--- src/rtl/trg_arb_pkg.sv ---
// Shared types for the trigger source arbiter: FSM states, source codes,
// default sizing and small combinational helpers.
package trg_arb_pkg;

  typedef enum logic [1:0] {
    IDLE      = 2'd0,
    ISSUE     = 2'd1,
    DEAD      = 2'd2,
    WAIT_BUSY = 2'd3
  } arb_state_e;

  typedef enum logic [1:0] {
    SRC_NONE    = 2'd0,
    SRC_COINCID = 2'd1,
    SRC_EXT     = 2'd2,
    SRC_CYCLED  = 2'd3
  } trg_src_e;

  localparam int DEAD_UNIT_DEF = 50;
  localparam int CNT_W_DEF     = 16;

  function automatic logic [1:0] cand_count(input logic [2:0] cand);
    return {1'b0, cand[0]} + {1'b0, cand[1]} + {1'b0, cand[2]};
  endfunction

  // Fixed priority: coincidence beats external beats cycled.
  function automatic trg_src_e pick_winner(input logic [2:0] cand);
    if (cand[0])      return SRC_COINCID;
    else if (cand[1]) return SRC_EXT;
    else if (cand[2]) return SRC_CYCLED;
    else              return SRC_NONE;
  endfunction

endpackage

--- src/rtl/trg_edge_det.sv ---
// Registered rising-edge detector, one independent bit per input.
module trg_edge_det #(
  parameter int W = 3
) (
  input  logic         clk_i,
  input  logic         rst_i,
  input  logic [W-1:0] d_i,
  output logic [W-1:0] rise_o
);

  logic [W-1:0] prev_q;

  generate
    for (genvar gi = 0; gi < W; gi++) begin : g_bit
      always_ff @(posedge clk_i) begin
        if (rst_i) prev_q[gi] <= 1'b0;
        else       prev_q[gi] <= d_i[gi];
      end
      assign rise_o[gi] = d_i[gi] & ~prev_q[gi];
    end
  endgenerate

endmodule

--- src/rtl/trg_src_arbiter.sv ---
// Trigger front-end: edge detect, fixed-priority arbitration, busy/dead-time
// gating and effective/lost counters. Optional coincidence prescaler: TRG_PRESCALE_EN.
module trg_src_arbiter
  import trg_arb_pkg::*;
#(
  parameter int DEAD_UNIT = DEAD_UNIT_DEF,
  parameter int CNT_W     = CNT_W_DEF
) (
  input  logic             clk_in,
  input  logic             rst_in,
  input  logic             coincid_trg_in,
  input  logic             ext_trg_syn_in,
  input  logic             cycled_trg_in,
  input  logic [2:0]       src_enb_in,
  input  logic             trg_enb_in,
  input  logic [1:0]       busy_syn_in,
  input  logic             pmu_busy_in,
  input  logic             busy_ignore_in,
  input  logic [7:0]       trg_dead_time_in,
`ifdef TRG_PRESCALE_EN
  input  logic [7:0]       prescale_in,
`endif
  input  logic             cnt_clr_in,
  output logic             trg_req_out,
  output logic [1:0]       trg_src_out,
  output logic [CNT_W-1:0] eff_trg_cnt_out,
  output logic [CNT_W-1:0] lost_trg_cnt_out,
  output logic             arb_busy_out
);

  localparam int DW = 8 + $clog2(DEAD_UNIT + 1);

  logic [2:0]       rise_w;
  logic [2:0]       cand_raw;
  logic [2:0]       cand;
  logic             busy_any;
  logic [DW-1:0]    dead_load;
  trg_src_e         winner;
  logic             start;
  logic             eff_inc;
  logic [1:0]       lost_inc;
  logic [CNT_W:0]   eff_sum;
  logic [CNT_W+1:0] lost_sum;

  arb_state_e       state_q;
  logic [DW-1:0]    dead_q;
  logic             req_q;
  logic [1:0]       src_q;
  logic             arb_busy_q;
  logic [CNT_W-1:0] eff_q;
  logic [CNT_W-1:0] lost_q;

  trg_edge_det #(.W(3)) u_edge_det (
    .clk_i  (clk_in),
    .rst_i  (rst_in),
    .d_i    ({cycled_trg_in, ext_trg_syn_in, coincid_trg_in}),
    .rise_o (rise_w)
  );

  assign cand_raw = rise_w & src_enb_in & {3{trg_enb_in}};

`ifdef TRG_PRESCALE_EN
  logic [7:0] presc_q;

  // Only every (prescale_in+1)-th coincidence candidate survives; the rest vanish uncounted.
  always_ff @(posedge clk_in) begin
    if (rst_in || cnt_clr_in) presc_q <= 8'd0;
    else if (cand_raw[0])     presc_q <= (presc_q >= prescale_in) ? 8'd0 : presc_q + 8'd1;
  end

  assign cand = {cand_raw[2:1], cand_raw[0] & (presc_q >= prescale_in)};
`else
  assign cand = cand_raw;
`endif

  assign busy_any  = ((|busy_syn_in) | pmu_busy_in) & ~busy_ignore_in;
  assign dead_load = DW'(trg_dead_time_in) * DW'(DEAD_UNIT);
  assign winner    = pick_winner(cand);

  always_comb begin
    start    = 1'b0;
    eff_inc  = 1'b0;
    lost_inc = cand_count(cand);
    if (state_q == IDLE && cand != 3'b000 && !busy_any) begin
      start    = 1'b1;
      eff_inc  = 1'b1;
      lost_inc = cand_count(cand) - 2'd1;
    end
  end

  assign eff_sum  = {1'b0, eff_q} + {{CNT_W{1'b0}}, eff_inc};
  assign lost_sum = {2'b00, lost_q} + {{CNT_W{1'b0}}, lost_inc};

  always_ff @(posedge clk_in) begin
    if (rst_in) begin
      state_q    <= IDLE;
      dead_q     <= '0;
      req_q      <= 1'b0;
      src_q      <= SRC_NONE;
      arb_busy_q <= 1'b0;
    end else begin
      req_q <= 1'b0;
      case (state_q)
        IDLE: begin
          if (start) begin
            state_q    <= ISSUE;
            req_q      <= 1'b1;
            src_q      <= winner;
            arb_busy_q <= 1'b1;
          end
        end
        ISSUE: begin
          state_q <= DEAD;
          dead_q  <= dead_load;
        end
        DEAD: begin
          if (dead_q == '0) state_q <= WAIT_BUSY;
          else              dead_q  <= dead_q - DW'(1);
        end
        WAIT_BUSY: begin
          if (!busy_any) begin
            state_q    <= IDLE;
            arb_busy_q <= 1'b0;
          end
        end
        default: begin
          state_q    <= IDLE;
          arb_busy_q <= 1'b0;
        end
      endcase
    end
  end

  // Counters saturate; a clear wins over any increment in the same cycle.
  always_ff @(posedge clk_in) begin
    if (rst_in || cnt_clr_in) begin
      eff_q  <= '0;
      lost_q <= '0;
    end else begin
      eff_q  <= eff_sum[CNT_W] ? {CNT_W{1'b1}} : eff_sum[CNT_W-1:0];
      lost_q <= (|lost_sum[CNT_W+1:CNT_W]) ? {CNT_W{1'b1}} : lost_sum[CNT_W-1:0];
    end
  end

  assign trg_req_out      = req_q;
  assign trg_src_out      = src_q;
  assign eff_trg_cnt_out  = eff_q;
  assign lost_trg_cnt_out = lost_q;
  assign arb_busy_out     = arb_busy_q;

endmodule

--- config.mk ---
export PLATFORM = sky130hd
export DESIGN_NAME = trg_src_arbiter
export DESIGN_NICKNAME = d
export VERILOG_FILES = /design/src/rtl/trg_arb_pkg.sv /design/src/rtl/trg_edge_det.sv /design/src/rtl/trg_src_arbiter.sv
export SDC_FILE = /design/constraint.sdc
export NUM_CORES = 1
export LEC_CHECK = 0
export CORE_MARGIN = 2
export CORE_UTILIZATION = 54
export DETAILED_ROUTE_END_ITERATION = 12
export PLACE_DENSITY = 0.83
export SYNTH_ARGS = -nofsm -noshare
export SYNTH_HDL_FRONTEND = slang
export SYNTH_HIERARCHICAL = 1
export SYNTH_SLANG_ARGS = --single-unit
--- constraint.sdc ---
create_clock -name clk_in -period 4.3 [get_ports clk_in]
set_clock_uncertainty 0.1 [all_clocks]
set_input_delay 0.645 -clock clk_in [delete_from_list [all_inputs] [get_ports clk_in]]
set_output_delay 0.645 -clock clk_in [all_outputs]
set_load 0.03 [all_outputs]
# After elaboration in Yosys (flattened, before gate mapping)
# Index checks and enable logic that the tools add are counted.
classes:
  n_shift: 0
  n_mux: 17
  div: 0
  n_addsub: 6
  mul: 1
  eq_ne: 7
  reduce_logical: 16
  magnitude_cmp: 0
  n_bitwise: 12
op_table:
  columns: ["op", "count"]
  rows:
  - ["16-bit two-way mux", 2]
  - ["14-bit one-hot mux with 2 select lines", 1]
  - ["16-bit by 1-bit adder with 17-bit output", 1]
  - ["16-bit by 2-bit adder with 17-bit output", 1]
  - ["14-bit logical NOT", 1]
  - ["14-bit two-way mux", 1]
  - ["2-bit two-way mux", 7]
  - ["14-bit by 1-bit subtractor with 14-bit output, second input constant", 1]
  - ["8-bit by 5-bit multiplier with 13-bit output, second input constant", 1]
  - ["2-bit inequality test, second input constant", 4]
  - ["2-bit one-hot mux with 4 select lines", 1]
  - ["3-bit AND", 2]
  - ["3-bit AND reduction", 2]
  - ["2-bit OR reduction", 3]
  - ["1-bit inverter", 5]
  - ["1-bit AND", 4]
  - ["2-bit == test, second input constant", 2]
  - ["1-bit two-way mux", 4]
  - ["2-bit AND reduction", 2]
  - ["2-bit nonzero test", 2]
  - ["3-bit nonzero test", 1]
  - ["1-bit by 1-bit adder with 2-bit output", 1]
  - ["2-bit by 1-bit adder with 2-bit output", 1]
  - ["2-bit by 1-bit == test with 1-bit output, second input constant", 1]
  - ["other kinds (7)", 8]
word_totals:
  output_inout_bits: 36
  memories: 0
  latch_bits: 0
  ram_bits: 0
  mem_bits_ro: 0
  input_bits: 22
  register_bits: 55

# Logic depth before layout (Yosys ltp)
logic_depth:
  ltp_word: 11
  depth_mapped: 13
  ltp_nobuf: 13

# By module
# The synthesis kept the hierarchy.
by_module_without_submodules:
  columns: ["mod", "cells_each", "area_each_um2", "instances"]
  rows:
  - ["trg_src_arbiter", 411, 3410.8, 1]
  - ["trg_edge_det", 9, 105.1, 1]

# Worst setup path before layout
# Ideal clock, no wire load.
synth_timing:
  path_type: "in2reg"
  start: "input port coincid_trg_in"
  end: "register lost_q[10] (netlist: lost_trg_cnt_out[10])"
  t_arrival_ns: 3.032
  stages: 13
  t_required_ns: 4.067
  slack_ns: 1.035
  setup_time_ns: 0.133
  path_cell_list: "nor2b_2 nand2_1 a31o_2 or2_2 clkbuf_1 xnor2_1 ha_1 fa_1 nand4_1 nor2_1 nand3_1 clkbuf_1 a21oi_1"
synth_between:
  elab_chain_cells: 10
synth_lines:
  columns: ["element", "line", "text"]
  rows:
  - ["start: declaration", "trg_src_arbiter.sv:11", "input logic coincid_trg_in,"]
  - ["1-bit AND (*)", "trg_edge_det.sv:19", "assign rise_o[gi] = d_i[gi] & ~prev_q[gi];"]
  - ["3-bit AND (*) (2 in series)", "trg_src_arbiter.sv:60", "assign cand_raw = rise_w & src_enb_in & {3{trg_enb_in}};"]
  - ["1-bit by 1-bit adder with 2-bit output or 3-bit nonzero test (tied branches)", "trg_arb_pkg.sv:23, trg_src_arbiter.sv:84", null]
  - ["2-bit by 1-bit adder with 2-bit output or 1-bit logical AND (tied branches)", "trg_arb_pkg.sv:23, trg_src_arbiter.sv:84", null]
  - ["2-bit by 1-bit subtractor with 2-bit output or 1-bit logical AND (tied branches)", "trg_src_arbiter.sv:87, trg_src_arbiter.sv:84", null]
  - ["2-bit two-way mux (*)", "trg_src_arbiter.sv:84", "if (state_q == IDLE && cand != 3'b000 && !busy_any) begin"]
  - ["16-bit by 2-bit adder with 17-bit output (*)", "trg_src_arbiter.sv:92", "assign lost_sum = {2'b00, lost_q} + {{CNT_W{1'b0}}, lost_inc};"]
  - ["2-bit OR reduction", "trg_src_arbiter.sv:141", "lost_q <= (|lost_sum[CNT_W+1:CNT_W]) ? {CNT_W{1'b1}} : lost_sum[CNT_W-1:0];"]
  - ["16-bit two-way mux (*)", "trg_src_arbiter.sv:141", null]
  - ["end signal: assignment", "trg_src_arbiter.sv:141", null]
  - ["end: declaration", "trg_src_arbiter.sv:51", "logic [CNT_W-1:0] lost_q;"]
# Every way passes the cells marked *; elsewhere a longest branch is shown, timed or not.
# A chain may end at the register's enable or synchronous reset.

# Worst setup path in the final report
layout_timing:
  start: "input port busy_syn_in[1]"
  end: "register lost_q[0] (netlist: lost_trg_cnt_out[0])"
layout_between:
  elab_chain_cells: 9
layout_lines:
  columns: ["element", "line", "text"]
  rows:
  - ["start: declaration", "trg_src_arbiter.sv:16", "input logic [1:0] busy_syn_in,"]
  - ["2-bit OR reduction (*)", "trg_src_arbiter.sv:76", "assign busy_any = ((|busy_syn_in) | pmu_busy_in) & ~busy_ignore_in;"]
  - ["1-bit OR (*)", "trg_src_arbiter.sv:76", null]
  - ["1-bit AND (*)", "trg_src_arbiter.sv:76", null]
  - ["1-bit logical NOT (*)", null, null]
  - ["1-bit logical AND (*)", "trg_src_arbiter.sv:84", null]
  - ["2-bit two-way mux (*)", "trg_src_arbiter.sv:84", null]
  - ["16-bit by 2-bit adder with 17-bit output (*)", "trg_src_arbiter.sv:92", null]
  - ["2-bit OR reduction", "trg_src_arbiter.sv:141", null]
  - ["16-bit two-way mux (*)", "trg_src_arbiter.sv:141", null]
# Marked as above.

==> results.txt <==
----------------------------------------------------
[Layout]
  Number of nets in the finished design ... between 500 and 600
  Post-Layout Inst Area ... between 0.004 and 0.005 mm²
  Antenna diode count ... 0
  Layout cells sized above 1 ... 4.88%
  Area Overhead vs Synth ... 20.1%

[Global route]
  Maximum number of pins on one net before global-route repair ... 33
  GRT overflow ... 0
  Number of global-route vias before repair ... 3028
  Global-route wire length before repair ... 13100 µm
  Overall track demand over capacity in global routing ... 21.9%
  Antenna violations before repair ... 0

[Clocking]
  Root buffer cell ... sky130_fd_sc_hd__clkbuf_8
  CTS tree ... built
  Clock latency at the later pin of the worst-skew pair ... just over 0.3 ns
  Number of levels the H-tree was split into ... 2
  Maximum clock path buffer count ... 2
  Setup fix buffers added after clock tree synthesis ... 0
  Number of gates resized after cts ... 0
  Number of buffers added to fix hold violations after cts ... 0
  Clock-pin transition on the worst setup and hold timing paths ... between 0.1 and 0.15 ns
  Number of clock sinks seen by CTS ... 55
  TritonCTS Buffers ... 5

[Place]
  Count of buffers inserted at the top-level ports ... 57
  Post-DP Area ... approximately 0.0041 mm²
  Weighted congestion reported at the end of routability-driven placement ... 0.834
  Placement Setup Slack ... 0.273 ns
  DPL Wire Length ... 6080 µm

[Synthesis]
  Number of distinct library cell variants in the gate-level netlist after synthesis ... 55
  Register area share after synthesis ... 31.3%
  Instance count of the mapped netlist ... 420
  Post-synthesis async set-or-reset flop share ... 0%
  Mapped cell area ... roughly 0.0035 mm²
  Post-Synthesis Net Count ... a little under 500
  Most common flop cell mapped by yosys ... sky130_fd_sc_hd__dfxtp_1
  Number of enable-type register cells in the synthesized netlist ... 0
  Yosys reg bits ... 55
  Synthesized area divided by synthesized cell count ... 8.37 µm²
  Number of synthesis warnings ... 6

[Hold path]
  Class of the tightest hold or removal check ... reg -> reg

[Drt]
  Per-cell routed wire length ... around 14 µm
  Number of DRC markers after the initial detailed-route iteration ... roughly 120
  DRT antenna net count ... 0
  Post-detailed-route DRC marker count ... 0
  Drt pass-1 iters ... 4
  Overall routed net length ... roughly 8000 µm
  Routed vias ... approximately 3200
  Vias per cell ... 5.80

[STA]
  Setup repair after global routing missed its margin ... no
  Slew Limit Headroom ... 44.0%
  Worst setup slack after layout ... 0.576 ns
  Final-layout setup total negative slack ... 0 ns
  Number of pins exceeding their max-slew limit in the final report ... 0
  Worst Max-Slew Pin Slew ... 0.840 ns
  Final hold violation count ... 0
  Clock period minus final worst setup slack ... 3.72 ns
  Number of setup violations in the final report ... 0
  Final cycle utilization of the critical path ... 86.6%
  Highest clock frequency the design can meet ... approximately 270 MHz

[Run]
  Total of max-cap violations ... 0

[Worst setup path]
  Type of origin of the critical path ... input port
  Critical path class ... in -> reg
  Largest driver fanout on the critical path ... 13
  CP arrival ... 3.87 ns
  Critical Path End Type ... flip-flop
  CP Data Required Time ... 4.44 ns

[Die]
  Placeable core area ... 0.00631 mm²
  Top-level port count ... 58
  Die H ... 84.7 µm
  Area of the die ... between 0.007 and 0.008 mm²
  Placement Rows ... 29
  Width of the die ... 84.7 µm
  Effective utilization at floorplan ... 55.7%

[Status]
  Outcome ... complete, no violations

[Power]
  Leakage ... 1.66 nW
  Sum of internal, switching and leakage power ... 0.00174 W
  Pwr per Cell Area ... 412 mW/mm²
  Peak supply drop ... between 200 and 250 µV

----------------------------------------------------
## critical path, stage by stage
cell,delay [ns]
sky130_fd_sc_hd__clkdlybuf4s50_1,0.40
sky130_fd_sc_hd__nor3_1,0.34
sky130_fd_sc_hd__o21ai_0,0.22
sky130_fd_sc_hd__or2_2,0.38
sky130_fd_sc_hd__xnor2_1,0.17
sky130_fd_sc_hd__ha_1,0.23
sky130_fd_sc_hd__fa_1,0.26
sky130_fd_sc_hd__nand4_1,0.25
sky130_fd_sc_hd__nor2_1,0.28
sky130_fd_sc_hd__nand3_1,0.41
sky130_fd_sc_hd__a21oi_1,0.28
## stage by stage
stage                     instances  hold slack, ns  util (%)
after detailed placement        540           0.367      65.5
after floorplan                 420           0.348         -
after global placement          540           0.360      65.5
after CTS                       548           0.384      66.9
final                           548           0.383      66.9
after global routing            548           0.400      66.9
## per-layer routing
metal  wire [µm]  track usage (%)
met1        3630             26.8
met2        3800             37.9
met3         396             3.93
met4         116             8.66
met5           0                0
## final timing paths
path,slack (ns),to,startpoint,depth (start not counted)
setup reg to reg,1.05,lost_trg_cnt_out[0]$_SDFF_PP0_,state_q[0]$_SDFFE_PP0P_,11
hold reg to reg,0.38,trg_src_out[1]$_SDFFE_PP0P_,trg_src_out[1]$_SDFFE_PP0P_,2
hold / removal,0.38,trg_src_out[1]$_SDFFE_PP0P_,trg_src_out[1]$_SDFFE_PP0P_,2
setup / recovery,0.58,lost_trg_cnt_out[0]$_SDFF_PP0_,busy_syn_in[1],11
## synthesized netlist by cell type (4+ instances only)
library cell | instances | area [µm²]
sky130_fd_sc_hd__dfxtp_1 | 55 | 1100
sky130_fd_sc_hd__a21oi_1 | 45 | 225
sky130_fd_sc_hd__ha_1 | 38 | 475
sky130_fd_sc_hd__nor2_1 | 38 | 143
sky130_fd_sc_hd__nand2_1 | 32 | 120
sky130_fd_sc_hd__inv_1 | 24 | 90.1
sky130_fd_sc_hd__xnor2_1 | 18 | 158
sky130_fd_sc_hd__nand3_1 | 15 | 75.1
sky130_fd_sc_hd__clkbuf_1 | 13 | 48.8
sky130_fd_sc_hd__nor3_1 | 13 | 65.1
sky130_fd_sc_hd__o21ai_0 | 13 | 65.1
sky130_fd_sc_hd__xor2_1 | 12 | 105
sky130_fd_sc_hd__a211oi_1 | 8 | 60.1
sky130_fd_sc_hd__and3_1 | 7 | 43.8
sky130_fd_sc_hd__or3_1 | 7 | 43.8
sky130_fd_sc_hd__mux2i_1 | 6 | 60.1
sky130_fd_sc_hd__nand2b_1 | 5 | 31.3
sky130_fd_sc_hd__nand4_1 | 5 | 31.3
sky130_fd_sc_hd__nor2b_1 | 5 | 31.3
sky130_fd_sc_hd__fa_1 | 4 | 80.1
sky130_fd_sc_hd__o21bai_1 | 4 | 30.0
sky130_fd_sc_hd__or2_2 | 4 | 25.0
## where the power goes
part	internal [W]	switching [W]
clock network	0.000118	0.000178
registers	0.000572	0.0000649
logic	0.000332	0.000476
## area by class of cell
class | count | area [µm²]
timing repair buffer | 59 | 586
tap | 77 | 96.3
multi-input combinational | 324 | 2260
sequential | 55 | 1100
clock inverter | 2 | 16.3
clock buffer | 6 | 72.6
inverter | 25 | 93.8
fill | 535 | 2090
## sequential cells by signal, indices dropped and copies added (netlist names)
| name | count |
|---|---|
| dead_q | 14 |
| u_edge_det/prev_q | 3 |
| eff_trg_cnt_out | 16 |
| trg_src_out | 2 |
| arb_busy_out | 1 |
| trg_req_out | 1 |
| state_q | 2 |
| lost_trg_cnt_out | 16 |
## kinds of logic after synthesis
family	count (synthesis)	share of synthesized area (%)
flops	55	31.3
xor+xnor	30	7.47
buf+inv	41	4.45
fa+ha+maj	42	15.8
simple gates	150	22.0
compound gates	96	17.2
mux	6	1.71
## cell usage in the layout (no fill, tap or decap), types with 2 or more instances in the layout
master	n
sky130_fd_sc_hd__ha_1	38
sky130_fd_sc_hd__nand2_1	32
sky130_fd_sc_hd__nand2b_1	5
sky130_fd_sc_hd__a31o_2	2
sky130_fd_sc_hd__and4_1	2
sky130_fd_sc_hd__fa_1	4
sky130_fd_sc_hd__a21oi_1	45
sky130_fd_sc_hd__xnor2_1	18
sky130_fd_sc_hd__a21o_1	3
sky130_fd_sc_hd__or2_2	4
sky130_fd_sc_hd__o21ai_0	13
sky130_fd_sc_hd__dfxtp_1	55
sky130_fd_sc_hd__a31oi_1	3
sky130_fd_sc_hd__clkbuf_8	5
sky130_fd_sc_hd__or3_1	7
sky130_fd_sc_hd__nor4b_1	3
sky130_fd_sc_hd__nor3_1	13
sky130_fd_sc_hd__nand3_1	15
sky130_fd_sc_hd__clkdlybuf4s50_1	57
sky130_fd_sc_hd__nor2b_2	3
sky130_fd_sc_hd__inv_1	24
sky130_fd_sc_hd__o22ai_1	3
sky130_fd_sc_hd__or4_1	3
sky130_fd_sc_hd__mux2i_1	6
sky130_fd_sc_hd__buf_4	2
sky130_fd_sc_hd__nor2_1	38
sky130_fd_sc_hd__a211oi_1	8
sky130_fd_sc_hd__xor2_1	12
sky130_fd_sc_hd__o21bai_1	4
sky130_fd_sc_hd__nor2b_1	5
sky130_fd_sc_hd__a41oi_1	2
sky130_fd_sc_hd__nand4_1	5
sky130_fd_sc_hd__and3_1	7
Note: power is estimated with default switching activity, not from simulation.
